**src/rtl/vga_capture.sv**
```systemverilog
// vga_capture: receive side of the on-board VGA stream.
// Registers the incoming RGB/sync/blank signals and locks to the start of a frame.
// Quantises each active pixel to {R,G,B} bits and writes it into a 3-bit-per-pixel frame buffer.
// Also checks the geometry of the received frame and reports errors.
module vga_capture #(
    parameter int         H_DISP = 800,
    parameter int         V_DISP = 600,
    parameter logic [7:0] THRESH = 8'd128
) (
    input  logic        clk,
    input  logic        rst,
    input  logic [7:0]  i_vga_r,
    input  logic [7:0]  i_vga_g,
    input  logic [7:0]  i_vga_b,
    input  logic        i_vga_hs,
    input  logic        i_vga_vs,
    input  logic        i_vga_blank_n,
    input  logic        i_capture_en,
    input  logic        i_continuous,
    input  logic        i_abort,
    output logic        o_wr_en,
    output logic [18:0] o_wr_addr,
    output logic [2:0]  o_wr_data,
    output logic        o_busy,
    output logic        o_frame_done,
    output logic [2:0]  o_err_code,
    output logic [9:0]  o_line_cnt
);

    localparam logic [18:0] ADDR_MAX = 19'(H_DISP * V_DISP);
    localparam logic [10:0] H_LEN    = 11'(H_DISP);
    localparam logic [9:0]  V_LEN    = 10'(V_DISP);

    typedef enum logic [1:0] {
        ST_IDLE    = 2'd0,
        ST_WAIT_VS = 2'd1,
        ST_CAPTURE = 2'd2,
        ST_DONE    = 2'd3
    } state_t;

    // Per-channel threshold: a channel at or above THRESH becomes a 1.
    function automatic logic [2:0] quantise(input logic [7:0] r, input logic [7:0] g,
                                            input logic [7:0] b);
        return {(r >= THRESH), (g >= THRESH), (b >= THRESH)};
    endfunction

    // Input stage and delayed copies for edge detection.
    logic [7:0]  r_s1_r, r_s1_g, r_s1_b;
    logic        r_s1_hs, r_s1_vs, r_s1_blank_n;
    logic        r_vs_d, r_blank_d;

    state_t      r_state;
    logic [18:0] r_addr;
    logic [10:0] r_pix_cnt;
    logic [9:0]  r_lines;
    logic        r_wr_en, r_busy, r_frame_done;
    logic [18:0] r_wr_addr;
    logic [2:0]  r_wr_data;
    logic [2:0]  r_err;
    logic [9:0]  r_line_out;

    logic        w_vs_rise, w_vs_fall, w_blank_fall, w_addr_full;
    logic [9:0]  w_lines_next;

    assign w_vs_rise    = r_s1_vs & ~r_vs_d;
    assign w_vs_fall    = ~r_s1_vs & r_vs_d;
    assign w_blank_fall = ~r_s1_blank_n & r_blank_d;
    assign w_addr_full  = (r_addr == ADDR_MAX);

    // Line count including a line that ends in this very cycle (saturating).
    always_comb begin
        w_lines_next = r_lines;
        if (w_blank_fall && (r_lines != 10'h3FF)) begin
            w_lines_next = r_lines + 10'd1;
        end else begin
            w_lines_next = r_lines;
        end
    end

    // Register every video input once and keep the previous sync/blank values.
    always_ff @(posedge clk) begin
        if (rst) begin
            r_s1_r       <= 8'd0;
            r_s1_g       <= 8'd0;
            r_s1_b       <= 8'd0;
            r_s1_hs      <= 1'b0;
            r_s1_vs      <= 1'b0;
            r_s1_blank_n <= 1'b0;
            r_vs_d       <= 1'b0;
            r_blank_d    <= 1'b0;
        end else begin
            r_s1_r       <= i_vga_r;
            r_s1_g       <= i_vga_g;
            r_s1_b       <= i_vga_b;
            r_s1_hs      <= i_vga_hs;
            r_s1_vs      <= i_vga_vs;
            r_s1_blank_n <= i_vga_blank_n;
            r_vs_d       <= r_s1_vs;
            r_blank_d    <= r_s1_blank_n;
        end
    end

    // Capture FSM: frame lock, pixel writes, geometry checks and registered outputs.
    always_ff @(posedge clk) begin
        if (rst) begin
            r_state      <= ST_IDLE;
            r_addr       <= 19'd0;
            r_pix_cnt    <= 11'd0;
            r_lines      <= 10'd0;
            r_wr_en      <= 1'b0;
            r_wr_addr    <= 19'd0;
            r_wr_data    <= 3'd0;
            r_busy       <= 1'b0;
            r_frame_done <= 1'b0;
            r_err        <= 3'd0;
            r_line_out   <= 10'd0;
        end else begin
            r_wr_en      <= 1'b0;
            r_frame_done <= 1'b0;
            if (i_abort) begin
                r_state <= ST_IDLE;
                r_busy  <= 1'b0;
            end else begin
                case (r_state)
                    ST_IDLE: begin
                        if (i_capture_en) begin
                            r_state <= ST_WAIT_VS;
                            r_busy  <= 1'b1;
                        end else begin
                            r_busy  <= 1'b0;
                        end
                    end
                    ST_WAIT_VS: begin
                        r_busy <= 1'b1;
                        if (w_vs_rise) begin
                            r_state   <= ST_CAPTURE;
                            r_addr    <= 19'd0;
                            r_pix_cnt <= 11'd0;
                            r_lines   <= 10'd0;
                            r_err     <= 3'd0;
                        end
                    end
                    ST_CAPTURE: begin
                        if (r_s1_blank_n) begin
                            if (w_addr_full) begin
                                // Buffer full: drop the pixel, keep the address pinned.
                                r_err[2] <= 1'b1;
                            end else begin
                                r_wr_en   <= 1'b1;
                                r_wr_addr <= r_addr;
                                r_wr_data <= quantise(r_s1_r, r_s1_g, r_s1_b);
                                r_addr    <= r_addr + 19'd1;
                            end
                            if (r_pix_cnt != 11'h7FF) begin
                                r_pix_cnt <= r_pix_cnt + 11'd1;
                            end
                        end
                        if (w_blank_fall) begin
                            r_pix_cnt <= 11'd0;
                            r_lines   <= w_lines_next;
                            if (r_pix_cnt != H_LEN) begin
                                r_err[0] <= 1'b1;
                            end
                        end
                        if (w_vs_fall) begin
                            r_state      <= ST_DONE;
                            r_busy       <= 1'b0;
                            r_frame_done <= 1'b1;
                            r_line_out   <= w_lines_next;
                            if (w_lines_next != V_LEN) begin
                                r_err[1] <= 1'b1;
                            end
                        end
                    end
                    ST_DONE: begin
                        // The sync that ended the frame cannot start the next one:
                        // re-arm and wait for its rising edge.
                        if (i_continuous) begin
                            r_state <= ST_WAIT_VS;
                            r_busy  <= 1'b1;
                        end else begin
                            r_state <= ST_IDLE;
                            r_busy  <= 1'b0;
                        end
                    end
                    default: begin
                        r_state <= ST_IDLE;
                        r_busy  <= 1'b0;
                    end
                endcase
            end
        end
    end

    assign o_wr_en      = r_wr_en;
    assign o_wr_addr    = r_wr_addr;
    assign o_wr_data    = r_wr_data;
    assign o_busy       = r_busy;
    assign o_frame_done = r_frame_done;
    assign o_err_code   = r_err;
    assign o_line_cnt   = r_line_out;

endmodule

```
**config.mk**
```make
export PLATFORM = sky130hd
export DESIGN_NAME = vga_capture
export DESIGN_NICKNAME = d
export VERILOG_FILES = /design/src/rtl/vga_capture.sv
export SDC_FILE = /design/constraint.sdc
export NUM_CORES = 1
export LEC_CHECK = 0
export ABC_AREA = 0
export CAP_MARGIN = 20
export CORE_ASPECT_RATIO = 0.7
export CORE_UTILIZATION = 48
export DETAILED_ROUTE_END_ITERATION = 10
export PLACE_DENSITY = 0.76
export SETUP_SLACK_MARGIN = 0.4
export SLEW_MARGIN = 10
export SYNTH_ARGS = -nofsm -noshare
export SYNTH_HDL_FRONTEND = slang
export SYNTH_SLANG_ARGS = --single-unit
```
**constraint.sdc**
```tcl
create_clock -name clk -period 2.1 [get_ports clk]
set_clock_uncertainty 0.2 [all_clocks]
set_input_delay 0.525 -clock clk [delete_from_list [all_inputs] [get_ports clk]]
set_output_delay 0.525 -clock clk [all_outputs]
set_load 0.05 [all_outputs]
```
==> results_dict.tcl <==
set metrics [dict create \
    drtPass1Iterations 9 \
    overflow 0 \
    fin_nets 679 \
    place_inst 693 \
    cts_buffers 9 \
    io_pins 70 \
    synthFlopType "dfxtp_1" \
    hold_violations 0 \
    place_area_um2 5380 \
    syn_area_um2 4290 \
    clockRootBuffer "clkbuf_16" \
    synthArstFlopShare 0 \
    dieArea_um2 9330 \
    syn_area_per_cell_um2 8.89 \
    p_seq_frac 0.474 \
    p_sw_uw 893 \
    maxSlewViolCount 0 \
    core_area_um2 8550 \
    h-tree-depth 3 \
    num_rows 28 \
    fmax_ghz 0.414 \
    initial_utilization 0.502 \
    diodes 0 \
    path_max_fanout 8 \
    grt_max_degree 44 \
    relSlewSlack 0.727 \
    p_clk_frac 0.413 \
    area_growth_pct 57.7 \
    violations "setup timing" \
    wire_per_inst_um 24.1 \
    seq_area_frac_synth 0.406 \
    dp_hpwl_mm 8.30 \
    syn_nets 524 \
    drt_wl_total_mm 18.4 \
    setup_viol_count_final 63 \
    p_leak_uw 0.00282 \
    fin_area_um2 6770 \
    crit_path_end_kind "flop" \
    p_per_area_nw_per_um2 522 \
    hold_path.class "flop to flop" \
    layout-drive-gt1-share 0.468 \
    viasPerCell 6.56 \
    synth-edff-count 0 \
    clk_pin_slew_ps 60 \
    clkLatencyLatePin_ps 340 \
    grt_pass1_wl_mm 23.3 \
    worst_slack_ps -313 \
    grt_pass1_vias 4513 \
    drv_cap 0 \
    mostFrequentLayoutCell "buf_4" \
    drtAntennaViolNets 0 \
    drt_iter0_drc 694 \
    hold_ws_ps 278 \
    startpoint_type "flop" \
    clkSinkCount 87 \
    clockBufferDepth 2 \
    p_comb_frac 0.113 \
    drc 0 \
    status "finished, violations left" \
    hold_buffers 0 \
    vdd_drop_max_v 0.000511 \
    min_period_over_period 1.15 \
    antenna_found_initial 0 \
    synth-seq-cells 87 \
    final_cell_mix "buf_4, dfxtp_1, nor2_1" \
    preCtsSetupSlack_ps -571 \
    post-route-min-period_ps 2410 \
    p_int_uw 2640 \
    cp.required_ps 2170 \
    portBuffers 47 \
    ys_warn_count 0 \
    dieWidth_um 115 \
    yosysUniqueCellTypes 68 \
    gr-usage-all-layers 0.330 \
    arrival_ps 2490 \
    vias 5004 \
    die_h_um 81.1 \
    syn_inst 483 \
    cts_tree "built" \
    power.switching_fraction 0.253 \
    rsz0062_at_grt "true" \
    criticalPathCategory "flop to flop" \
    gp_congestion 0.877 \
    worst_pin_slew_ps 404 \
    final_cells 763 \
]
-- sequential cells by signal (all words and copies together), names as in the netlist --
register and cells:
o_wr_addr 19, r_addr 19, r_pix_cnt 11, o_line_cnt 10, r_lines 10, o_err_code 3
o_wr_data 3, r_state 2, o_busy 1, o_frame_done 1, o_wr_en 1, r_blank_d 1
r_s1_b 1, r_s1_blank_n 1, r_s1_g 1, r_s1_r 1, r_s1_vs 1, r_vs_d 1
-- stage by stage --
step,power [µW],util,TNS [ps]
floorplan,1860,-,-66.6
global placement,1960,0.630,-23120
detailed placement,1960,0.630,-25510
CTS,3460,0.757,-1060
global route,3620,0.792,-12820
finish,3540,0.792,-9350
-- synth_stat cells (7+ instances only) --
cell type / n / share of area
dfxtp_1: 87 / 0.41
nor2_1: 52 / 0.045
a21oi_1: 33 / 0.038
nand2_1: 33 / 0.029
mux2i_1: 29 / 0.068
inv_1: 19 / 0.017
nand3_1: 17 / 0.020
or3_1: 16 / 0.023
clkbuf_1: 15 / 0.013
o21ai_0: 12 / 0.014
nor2b_1: 11 / 0.016
nand4_1: 10 / 0.015
a211oi_1: 9 / 0.016
ha_1: 9 / 0.026
and3_1: 8 / 0.012
buf_2: 8 / 0.0093
or4_1: 8 / 0.014
o21ai_1: 7 / 0.0082
xnor2_1: 7 / 0.014
-- power by group through the flow --
| stage | sequential, µW | clock [µW] | combinational, µW |
|---|---|---|---|
| 2_1_floorplan | 1720 | 0 | 140 |
| 3_3_place_gp | 1710 | 0 | 245 |
| 3_5_place_dp | 1710 | 0 | 250 |
| 4_1_cts | 1670 | 1450 | 339 |
| 5_1_grt | 1680 | 1530 | 409 |
| 6_report | 1680 | 1460 | 400 |
-- final cells by class --
cell class / count / area (µm²)
Fill cell: 464 / 1780
Inverter: 21 / 91.3
Tap cell: 120 / 150
Clock inverter: 4 / 22.5
Sequential cell: 87 / 1770
Timing Repair Buffer: 170 / 1590
Multi-Input combinational cell: 349 / 2920
Clock buffer: 12 / 236
-- logic make-up (layout without fill, tap and decap cells) --
logic type,Yosys count,in the layout,share of synthesized area
buffers and inverters,47,207,0.0466
DFF,87,87,0.406
xor gates and xnor gates,10,10,0.0204
AOI/OAI and AO/OA,103,103,0.171
muxes,30,30,0.0702
and+or+nand+nor,197,197,0.260
adders and majority gates,9,9,0.0262
-- timing repair --
| item | in CTS | in global routing |
|---|---|---|
| pin swaps | 52 | 39 |
| buffers inserted | 37 | 11 |
| gates cloned | 6 | 0 |
| endpoints found under the setup margin | 79 | 81 |
| gates resized for setup | 102 | 57 |
-- worst max-delay path, cell delays in order (launching register included) --
cell and delay (ps):
dfxtp_4 360, inv_4 40, buf_4 140, ha_4 230
a221oi_4 440, buf_6 170, o31ai_4 100, buf_6 150
or3_4 340, a21oi_2 150
-- per-layer routing --
layer,track usage,up-vias,wire length [µm]
met5,0,-,0
met4,0.171,0,1060
met3,0.101,137,2400
met2,0.501,477,7940
met1,0.425,2320,6970
li1,-,2070,-
-- final timing paths --
check        slack, ps  cells past startpoint       endpoint           from
max               -310                      9      r_addr[6]     r_state[0]
min                280                      2  o_line_cnt[6]  o_line_cnt[6]
max reg2reg       -310                      9      r_addr[6]     r_state[0]
min reg2reg        280                      2  o_line_cnt[6]  o_line_cnt[6]
Note: power is estimated with default switching activity, not from simulation.
